<file path="src/rtl/axi_uart_bridge.sv">
// AXI4-Lite responder giving register access to a UART byte stream through a TX and an RX FIFO.
// Optional feature macro: AXI_UART_IRQ_EN adds the irq output and the IRQ_EN register at addr 2.
module axi_uart_bridge #(
    parameter int unsigned TX_DEPTH_LOG2 = 4,
    parameter int unsigned RX_DEPTH_LOG2 = 4
) (
    input  logic        a_clk,
    input  logic        a_rst,
    input  logic        aw_valid,
    output logic        aw_ready,
    input  logic [17:0] aw_addr,
    input  logic [2:0]  aw_prot,
    input  logic        w_valid,
    output logic        w_ready,
    input  logic [15:0] w_data,
    input  logic [1:0]  w_strb,
    output logic        b_valid,
    input  logic        b_ready,
    output logic [1:0]  b_resp,
    input  logic        ar_valid,
    output logic        ar_ready,
    input  logic [17:0] ar_addr,
    input  logic [2:0]  ar_prot,
    output logic        r_valid,
    input  logic        r_ready,
    output logic [15:0] r_data,
    output logic [1:0]  r_resp,
    output logic [7:0]  tx_data,
    output logic        tx_valid,
    input  logic        tx_ready,
`ifdef AXI_UART_IRQ_EN
    output logic        irq,
`endif
    input  logic [7:0]  rx_data,
    input  logic        rx_valid,
    output logic        rx_ready
);

    localparam int unsigned TxDepth = 2 ** TX_DEPTH_LOG2;
    localparam int unsigned RxDepth = 2 ** RX_DEPTH_LOG2;
    localparam logic [TX_DEPTH_LOG2:0] TxOne = 1;
    localparam logic [RX_DEPTH_LOG2:0] RxOne = 1;
    localparam logic [1:0] RespOkay   = 2'b00;
    localparam logic [1:0] RespSlvErr = 2'b10;
    localparam logic [1:0] RespDecErr = 2'b11;

    // FIFO storage and pointers (one extra wrap bit separates full from empty)
    logic [7:0]               tx_mem [TxDepth];
    logic [7:0]               rx_mem [RxDepth];
    logic [TX_DEPTH_LOG2:0]   tx_wptr_q, tx_rptr_q;
    logic [RX_DEPTH_LOG2:0]   rx_wptr_q, rx_rptr_q;
    logic tx_empty, tx_full, tx_push, tx_pop;
    logic rx_empty, rx_full, rx_push, rx_pop;
    logic rx_ovf_q, ovf_set, ovf_clr;

    logic        wr_hs, rd_hs;
    logic        b_valid_q, b_valid_d, r_valid_q, r_valid_d;
    logic [1:0]  b_resp_q, b_resp_d, r_resp_q, r_resp_d;
    logic [15:0] r_data_q, r_data_d;
`ifdef AXI_UART_IRQ_EN
    logic [2:0]  irq_en_q, irq_en_d;
    logic        irq_q;
`endif

    logic unused_bits;
    assign unused_bits = ^{aw_addr[17:2], aw_prot, ar_addr[17:2], ar_prot, w_data[15:8], w_strb[1]};

    assign tx_empty = (tx_wptr_q == tx_rptr_q);
    assign tx_full  = (tx_wptr_q[TX_DEPTH_LOG2] != tx_rptr_q[TX_DEPTH_LOG2]) &&
                      (tx_wptr_q[TX_DEPTH_LOG2-1:0] == tx_rptr_q[TX_DEPTH_LOG2-1:0]);
    assign rx_empty = (rx_wptr_q == rx_rptr_q);
    assign rx_full  = (rx_wptr_q[RX_DEPTH_LOG2] != rx_rptr_q[RX_DEPTH_LOG2]) &&
                      (rx_wptr_q[RX_DEPTH_LOG2-1:0] == rx_rptr_q[RX_DEPTH_LOG2-1:0]);

    assign tx_valid = !tx_empty;
    assign tx_data  = tx_mem[tx_rptr_q[TX_DEPTH_LOG2-1:0]];
    assign tx_pop   = tx_valid && tx_ready;

    // A full RX FIFO still takes a byte when a read pops in the same cycle
    assign rx_ready = !a_rst;
    assign rx_push  = rx_valid && (!rx_full || rx_pop);
    assign ovf_set  = rx_valid && rx_full && !rx_pop;

    // AW and W are taken together, only while no write response is pending
    assign wr_hs    = aw_valid && w_valid && !b_valid_q && !a_rst;
    assign aw_ready = wr_hs;
    assign w_ready  = wr_hs;
    assign rd_hs    = ar_valid && !r_valid_q && !a_rst;
    assign ar_ready = rd_hs;

    assign b_valid = b_valid_q;
    assign b_resp  = b_resp_q;
    assign r_valid = r_valid_q;
    assign r_data  = r_data_q;
    assign r_resp  = r_resp_q;

    // Write decode: response, TX push, overflow clear, IRQ enables
    always_comb begin
        b_valid_d = b_valid_q;
        b_resp_d  = b_resp_q;
        tx_push   = 1'b0;
        ovf_clr   = 1'b0;
`ifdef AXI_UART_IRQ_EN
        irq_en_d  = irq_en_q;
`endif
        if (b_valid_q && b_ready) b_valid_d = 1'b0;
        if (wr_hs) begin
            b_valid_d = 1'b1;
            b_resp_d  = RespOkay;
            case (aw_addr[1:0])
                2'd0: begin
                    if (w_strb[0]) begin
                        if (tx_full && !tx_pop) b_resp_d = RespSlvErr;
                        else                    tx_push  = 1'b1;
                    end
                end
                2'd1: ovf_clr = w_data[4];
`ifdef AXI_UART_IRQ_EN
                2'd2: irq_en_d = w_data[2:0];
`endif
                default: b_resp_d = RespDecErr;
            endcase
        end
    end

    // Read decode: response data captured at the AR handshake, RX pop
    always_comb begin
        r_valid_d = r_valid_q;
        r_resp_d  = r_resp_q;
        r_data_d  = r_data_q;
        rx_pop    = 1'b0;
        if (r_valid_q && r_ready) r_valid_d = 1'b0;
        if (rd_hs) begin
            r_valid_d = 1'b1;
            r_resp_d  = RespOkay;
            r_data_d  = '0;
            case (ar_addr[1:0])
                2'd0: begin
                    if (!rx_empty) begin
                        r_data_d = {8'h80, rx_mem[rx_rptr_q[RX_DEPTH_LOG2-1:0]]};
                        rx_pop   = 1'b1;
                    end
                end
                2'd1: r_data_d = {11'b0, rx_ovf_q, rx_full, rx_empty, tx_empty, tx_full};
`ifdef AXI_UART_IRQ_EN
                2'd2: r_data_d = {13'b0, irq_en_q};
`endif
                default: r_resp_d = RespDecErr;
            endcase
        end
    end

    // Control state and FIFO pointers
    always_ff @(posedge a_clk or posedge a_rst) begin
        if (a_rst) begin
            b_valid_q <= 1'b0;
            b_resp_q  <= RespOkay;
            r_valid_q <= 1'b0;
            r_resp_q  <= RespOkay;
            r_data_q  <= '0;
            tx_wptr_q <= '0;
            tx_rptr_q <= '0;
            rx_wptr_q <= '0;
            rx_rptr_q <= '0;
            rx_ovf_q  <= 1'b0;
        end else begin
            b_valid_q <= b_valid_d;
            b_resp_q  <= b_resp_d;
            r_valid_q <= r_valid_d;
            r_resp_q  <= r_resp_d;
            r_data_q  <= r_data_d;
            if (tx_push) tx_wptr_q <= tx_wptr_q + TxOne;
            if (tx_pop)  tx_rptr_q <= tx_rptr_q + TxOne;
            if (rx_push) rx_wptr_q <= rx_wptr_q + RxOne;
            if (rx_pop)  rx_rptr_q <= rx_rptr_q + RxOne;
            // set beats clear when both land in one cycle
            if (ovf_set)      rx_ovf_q <= 1'b1;
            else if (ovf_clr) rx_ovf_q <= 1'b0;
        end
    end

    // FIFO storage writes (contents need no reset)
    always_ff @(posedge a_clk) begin
        if (tx_push) tx_mem[tx_wptr_q[TX_DEPTH_LOG2-1:0]] <= w_data[7:0];
        if (rx_push) rx_mem[rx_wptr_q[RX_DEPTH_LOG2-1:0]] <= rx_data;
    end

`ifdef AXI_UART_IRQ_EN
    // Registered interrupt: OR of enabled rx-nonempty, tx-empty, overflow conditions
    always_ff @(posedge a_clk or posedge a_rst) begin
        if (a_rst) begin
            irq_en_q <= 3'b000;
            irq_q    <= 1'b0;
        end else begin
            irq_en_q <= irq_en_d;
            irq_q    <= |(irq_en_q & {rx_ovf_q, tx_empty, !rx_empty});
        end
    end
    assign irq = irq_q;
`endif

endmodule
</file>
<file path="config.mk">
export PLATFORM = sky130hd
export DESIGN_NAME = axi_uart_bridge
export DESIGN_NICKNAME = d
export VERILOG_FILES = /design/src/rtl/axi_uart_bridge.sv
export SDC_FILE = /design/constraint.sdc
export NUM_CORES = 1
export LEC_CHECK = 0
export ABC_AREA = 1
export CELL_PAD_IN_SITES_DETAIL_PLACEMENT = 1
export CELL_PAD_IN_SITES_GLOBAL_PLACEMENT = 2
export CORE_ASPECT_RATIO = 1.25
export CORE_MARGIN = 5
export CORE_UTILIZATION = 38
export CTS_CLUSTER_SIZE = 14
export DETAILED_ROUTE_END_ITERATION = 8
export GPL_ROUTABILITY_DRIVEN = 0
export HOLD_SLACK_MARGIN = 0.15
export PLACE_DENSITY_LB_ADDON = 0.1
export SLEW_MARGIN = 20
export SYNTH_ARGS = -nofsm -noshare
export SYNTH_HDL_FRONTEND = slang
export SYNTH_SLANG_ARGS = --single-unit
</file>
<file path="constraint.sdc">
create_clock -name a_clk -period 4.95 [get_ports a_clk]
set_input_delay 1.485 -clock a_clk [delete_from_list [all_inputs] [get_ports a_clk]]
set_output_delay 1.485 -clock a_clk [all_outputs]
set_load 0.02 [all_outputs]
</file>
==> results.py, run 1 <==
metrics = {
    "finish": {
        "area_growth_pct": 17.05,
        "nets": 1305,
        "layout-drive-gt1-share_pct": 8.481,
        "fin_area_um2": 14640,
        "finalNonFillerCells": 1656,
        "n_antenna_cell": 0,
    },
    "clock_network": {
        "clkTransAtPathRegs_ns": 0.06,
        "cts_hold_buf": 0,
        "ctsResizeCount": 0,
        "cts_made_buffers": 31,
        "insertion_delay_ns": 0.56,
        "ctsLongestPathBuffers": 3,
        "h-tree-depth": 1,
        "clkSinkCount": 291,
        "cts_setup_buffers": 0,
        "cts_tree": "built",
        "cts_root_buffer": "clkbuf_16",
    },
    "timing": {
        "whs_ns": 0.4786,
        "finalSetupViolCount": 0,
        "rsz0062_at_grt": "false",
        "slew_violations": 0,
        "setup-tns-final_ns": 0,
        "fin_crit_sh_pct": 89.60,
        "skew_ns": 0.01337,
        "worstMarginPinSlew_ns": 0.8246,
        "min_period_ns": 4.435,
        "clock.fmax_ghz": 0.2255,
        "relSlewSlack_pct": 44.86,
        "hold_violations": 0,
    },
    "placed_design": {
        "hpwl_um": 20940,
        "place_area_um2": 13640,
        "numPortBuffers": 57,
        "placed_cells": 1603,
    },
    "synthesis": {
        "synth_top_cell_area_share_pct": 61.45,
        "synth_cell_types": 31,
        "yosys_warnings": 0,
        "synthCells": 1138,
        "synth.cell_area_um2": 12510,
        "seq_area_frac_synth_pct": 68.45,
        "synth.area.top_cells": "edfxtp_1 61%, nand2_1 7.7%, dfrtp_1 7.0%",
        "synth_top_area_cell": "edfxtp_1",
        "synth_seq_cells": 291,
        "syn_avg_cell_area_um2": 10.99,
    },
    "die": {
        "placementRows": 74,
        "ios": 112,
        "die_y_um": 212.9,
        "core_area_um2": 32590,
        "dieArea_um2": 36670,
        "die_w_um": 172.3,
        "start_util_pct": 38.38,
    },
    "hold_path": {
        "min_path_type": "flip-flop to flip-flop",
    },
    "critical_path": {
        "crit_fanout": 7,
        "startpoint_type": "input pin",
        "crit_arrival_ns": 2.95,
        "worstSetupPathType": "input pin to primary output",
        "worstPathRequired_ns": 3.46,
        "endpoint_kind": "primary output",
    },
    "routing": {
        "firstDrtPassIters": 4,
        "drt_iter0_drc": 389,
        "drc": 0,
        "totalWireLength_um": 31800,
        "avgViaCountPerCell": 4.921,
        "vias": 8149,
        "post_drt_wl_per_cell_um": 19.20,
        "ant_nets": 0,
    },
    "power": {
        "power_mw": 7.959,
        "vdd_ir_drop_max_v": 0.0004230,
        "p_leak_nw": 5.654,
        "power.density_nw_per_um2": 543.5,
    },
    "global_route": {
        "antenna_found_initial": 0,
        "first_global_vias": 8603,
        "grt_usage_pct": 17.53,
        "grt_overflow": 0,
        "grt_pass1_wl_um": 48970,
        "grt_max_degree": 68,
    },
    "flow_run": {
        "drv_cap": 0,
    },
    "run_status": {
        "status": "completed",
    },
}
-- flip-flops by register name, summed over array words and instances (netlist names) --
signal	cells
b_resp	2
b_valid	1
r_data	9
r_resp	1
r_valid	1
rx_mem	128
rx_ovf_q	1
rx_rptr_q	5
rx_wptr_q	5
tx_mem	128
tx_rptr_q	5
tx_wptr_q	5
-- synth_stat cells --
library cell  instances
xor2_1               14
nor2_1              121
buf_2                20
a21oi_2               1
nor3_1               15
o22ai_1              28
nand2_1             256
clkbuf_1             22
clkinv_1              3
buf_4                15
inv_2                 3
xnor2_1               6
nor2_2                3
o21bai_1              1
o211ai_1             11
buf_1                 2
conb_1                1
buf_6                 3
o221ai_1             11
ha_1                 10
and2_4                1
nand2_2               3
dfrtp_1              35
inv_1               109
nand4_1               1
nor4_1                1
nand3_1              89
o211ai_4              1
o21ai_0              95
edfxtp_1            256
nand4_2               1
-- routing by layer --
layer  vias up  part of all wire [%]  global-route usage [%]  routed length [um]
met5         -                     0                       0                   0
met4         0                   2.3                   4.826                 728
met3        47                   2.4                   2.019                 775
met2        79                    56                   34.43               17880
met1      4019                    39                   19.73               12420
li1       4004                     -                       -                   -
-- stage by stage --
step	setup WS [ns]	utilization, %
finish	0.5147	44.93
global route	0.3558	44.93
CTS	0.4509	44.93
detailed placement	0.4639	41.84
global placement	0.4910	41.84
floorplan	0.3365	-
-- critical path, cell delays in order --
cell,delay [ns]
clkdlybuf4s50_1,0.40
clkinv_1,0.11
nand3_1,0.10
inv_1,0.20
clkdlybuf4s50_1,0.65
-- cell type report --
type | instances | area (um^2)
fillers | 3536 | 17950
flip-flops and latches | 291 | 8566
multi-input cells | 676 | 3201
repair buffers | 103 | 915.9
clock buffers | 34 | 787.0
well taps | 418 | 523.0
inverters | 115 | 431.7
clock inverters | 19 | 219.0
-- cell families after synthesis --
| kind of cell | share of synthesized area [%] |
|---|---|
| DFF | 68.45 |
| other | 0.02998 |
| adders and majority gates | 1.000 |
| and+or+nand+nor | 16.04 |
| AOI/OAI and AO/OA | 6.931 |
| buffers and inverters | 6.141 |
| xor gates and xnor gates | 1.400 |
-- power by group --
part | total, mW | switching, mW | leakage (nW) | internal (mW)
registers | 2.99 | 0.132 | 2.76 | 2.86
logic | 2.67 | 1.80 | 2.40 | 0.863
clock network | 2.30 | 0.912 | 0.495 | 1.39
-- cells in the final DEF (no fill, tap or decap), types with 4 or more instances in the layout --
cell type        instances
xor2_1                  14
nor2_1                 121
nand2_1                256
nor3_1                  15
nand3_1                 89
edfxtp_1               256
conb_1                   7
clkbuf_16               31
o22ai_1                 28
buf_4                   46
bufinv_16                5
clkinv_2                 5
inv_1                  107
xnor2_1                  6
clkdlybuf4s50_1         57
o211ai_1                11
o221ai_1                11
clkinv_1                11
inv_2                    4
ha_1                    10
dfrtp_1                 33
o21ai_0                 95
-- worst paths after layout --
path	from	endpoint	slack, ns	cells past startpoint
setup / recovery	a_rst	ar_ready	0.51	5
hold / removal	r_data[4]$_DFFE_PP0N_	r_data[4]$_DFFE_PP0N_	0.48	2
setup reg to reg	rx_rptr_q[1]$_DFFE_PP0P_	rx_mem[10][0]$_DFFE_PP_	2.12	10
hold reg to reg	r_data[4]$_DFFE_PP0N_	r_data[4]$_DFFE_PP0N_	0.48	2
max in group asynchronous	a_rst	rx_rptr_q[0]$_DFFE_PP0P_	3.27	3
min in group asynchronous	a_rst	rx_wptr_q[1]$_DFFE_PP0P_	1.29	3
Power figures use the tool's default switching activity.
==> run 2, diff against run 1 <==
- GPL_TIMING_DRIVEN: default -> 1
- SKIP_LAST_GASP: default -> 1
==> results of run 2 <==
The final DEF is identical to that of run 1; final timing and power are the same.
==> run 3, diff against run 2 <==
- CORE_UTILIZATION: 38 -> 42
- DONT_BUFFER_PORTS: default -> 1
==> results.py, run 3 (same netlist as run 1, synthesis figures left out) <==
metrics = {
    "timing": {
        "skew_ns": 0.02097,
        "fin_crit_sh_pct": 81.89,
        "finalSetupViolCount": 0,
        "rsz0062_at_grt": "false",
        "relSlewSlack_pct": 41.59,
        "worstMarginPinSlew_ns": 0.8729,
        "slew_violations": 0,
        "min_period_ns": 4.054,
        "hold_violations": 0,
        "clock.fmax_ghz": 0.2467,
        "setup-tns-final_ns": 0,
    },
    "die": {
        "die_w_um": 164.4,
        "ios": 112,
        "placementRows": 70,
        "start_util_pct": 42.64,
        "die_y_um": 203.0,
        "core_area_um2": 29340,
        "dieArea_um2": 33360,
    },
    "finish": {
        "layout-drive-gt1-share_pct": 8.567,
        "area_growth_pct": 12.24,
        "nets": 1241,
        "finalNonFillerCells": 1575,
        "fill_cells": 3101,
        "n_antenna_cell": 0,
        "layout_common_cells": "256 x nand2_1, 256 x edfxtp_1, 121 x nor2_1, 107 x inv_1, 95 x o21ai_0",
    },
    "clock_network": {
        "h-tree-depth": 1,
        "cts_made_buffers": 31,
        "ctsResizeCount": 0,
        "insertion_delay_ns": 0.58,
        "cts_hold_buf": 0,
        "cts_setup_buffers": 0,
        "cts_tree": "built",
        "cts_root_buffer": "clkbuf_16",
        "ctsLongestPathBuffers": 3,
        "clkTransAtPathRegs_ns": 0.06,
        "clkSinkCount": 291,
    },
    "global_route": {
        "grt_usage_pct": 19.27,
        "first_global_vias": 8455,
        "antenna_found_initial": 0,
        "grt_overflow": 0,
        "grt_pass1_wl_um": 49230,
        "grt_max_degree": 68,
    },
    "critical_path": {
        "slowest_stage": "inv_2",
        "worstSetupPathDepth": 6,
        "r2r_cells": 8,
        "startpoint_type": "flip-flop",
        "cp.buffers_inverters": 2,
        "crit_arrival_ns": 2.57,
        "worstPathRequired_ns": 3.46,
        "crit_chain": "buf_4 > inv_2 > o21ai_0 > o221ai_1 > o211ai_1 > nand3_1",
        "crit_fanout": 36,
        "cp_top_family": "buffers and inverters",
        "endpoint_kind": "primary output",
        "worstSetupPathType": "flip-flop to primary output",
        "slowest_delay_ns": 0.51,
    },
    "power": {
        "clkPwrFrac_pct": 30.8,
        "power_mw": 7.753,
        "sw_frac_of_total_pct": 36.23,
        "power.density_nw_per_um2": 552.1,
        "p_leak_nw": 5.423,
        "vdd_ir_drop_max_v": 0.0003078,
        "p_int_mw": 4.944,
        "seqPwrFrac_pct": 39.6,
        "power_frac_comb_pct": 29.6,
        "switching_power_mw": 2.809,
    },
    "routing": {
        "vias": 8028,
        "drt_iter0_drc": 529,
        "post_drt_wl_per_cell_um": 20.27,
        "drc": 0,
        "firstDrtPassIters": 4,
        "ant_nets": 0,
        "avgViaCountPerCell": 5.097,
        "totalWireLength_um": 31930,
    },
    "flow_run": {
        "drv_cap": 0,
    },
    "placed_design": {
        "hpwl_um": 20540,
        "numPortBuffers": 0,
        "placed_cells": 1517,
    },
    "hold_path": {
        "holdPathStages": 2,
        "min_path_type": "flip-flop to flip-flop",
    },
    "run_status": {
        "status": "completed",
    },
}
==> run 3: changes by cell type in the layout (fill, tap and decap cells not counted), sizes merged <==
cell	delta
clkbuf	+7
clkdlybuf4s50	-57
clkinv	-4
clkinvlp	+1
inv	+1
buf	-7
==> run 3: worst min-delay path: stages, from the launching register on <==
cell     delay, ns
dfrtp_1       0.39
nand2_1       0.07
nand2_1       0.05
==> run 3: cell type report <==
type | count | area, um^2 | share of cell area (%)
clock inverter | 17 | 221.5 | 1.577
multi-input combinational | 676 | 3201 | 22.79
sequential | 291 | 8566 | 61.01
tap | 396 | 495.5 | 3.529
timing repair buffer | 39 | 292.8 | 2.085
inverter | 115 | 431.7 | 3.074
clock buffer | 41 | 833.3 | 5.935
==> run 3: through the flow <==
stage	area (um^2)	hold WS [ns]	util, %	worst slack (ns)
final	14040	0.5469	47.86	0.8964
after global placement	12990	0.5199	44.26	0.9792
after floorplan	12530	0.4995	-	0.3365
after detailed placement	12990	0.5413	44.26	0.9425
after global routing	14040	0.5783	47.86	0.6908
after CTS	14040	0.5572	47.86	0.7658
==> run 3: final timing paths <==
kind	start	endpoint	slack, ns
min in group asynchronous	a_rst	tx_rptr_q[1]$_DFFE_PP0P_	0.81
hold / removal	tx_wptr_q[4]$_DFFE_PP0P_	tx_wptr_q[4]$_DFFE_PP0P_	0.55
max in group asynchronous	a_rst	rx_rptr_q[0]$_DFFE_PP0P_	3.43
setup / recovery	tx_rptr_q[1]$_DFFE_PP0P_	tx_data[5]	0.90
setup reg to reg	rx_rptr_q[1]$_DFFE_PP0P_	rx_mem[14][7]$_DFFE_PP_	2.04
hold reg to reg	tx_wptr_q[4]$_DFFE_PP0P_	tx_wptr_q[4]$_DFFE_PP0P_	0.55
==> run 3: power groups by stage <==
stage / registers, mW / logic (mW) / clock network, mW
after floorplan: 3.03 / 1.71 / 0
after global placement: 3.12 / 2.34 / 0
after detailed placement: 3.12 / 2.37 / 0
after CTS: 3.07 / 2.38 / 2.46
after global routing: 3.09 / 2.60 / 2.57
final: 3.07 / 2.30 / 2.38
==> run 3: layer usage <==
metal,GRT usage (%),wire length [um]
met1,21.53,12060
met2,36.90,17810
met3,2.619,1073
met4,6.683,989
met5,0,0
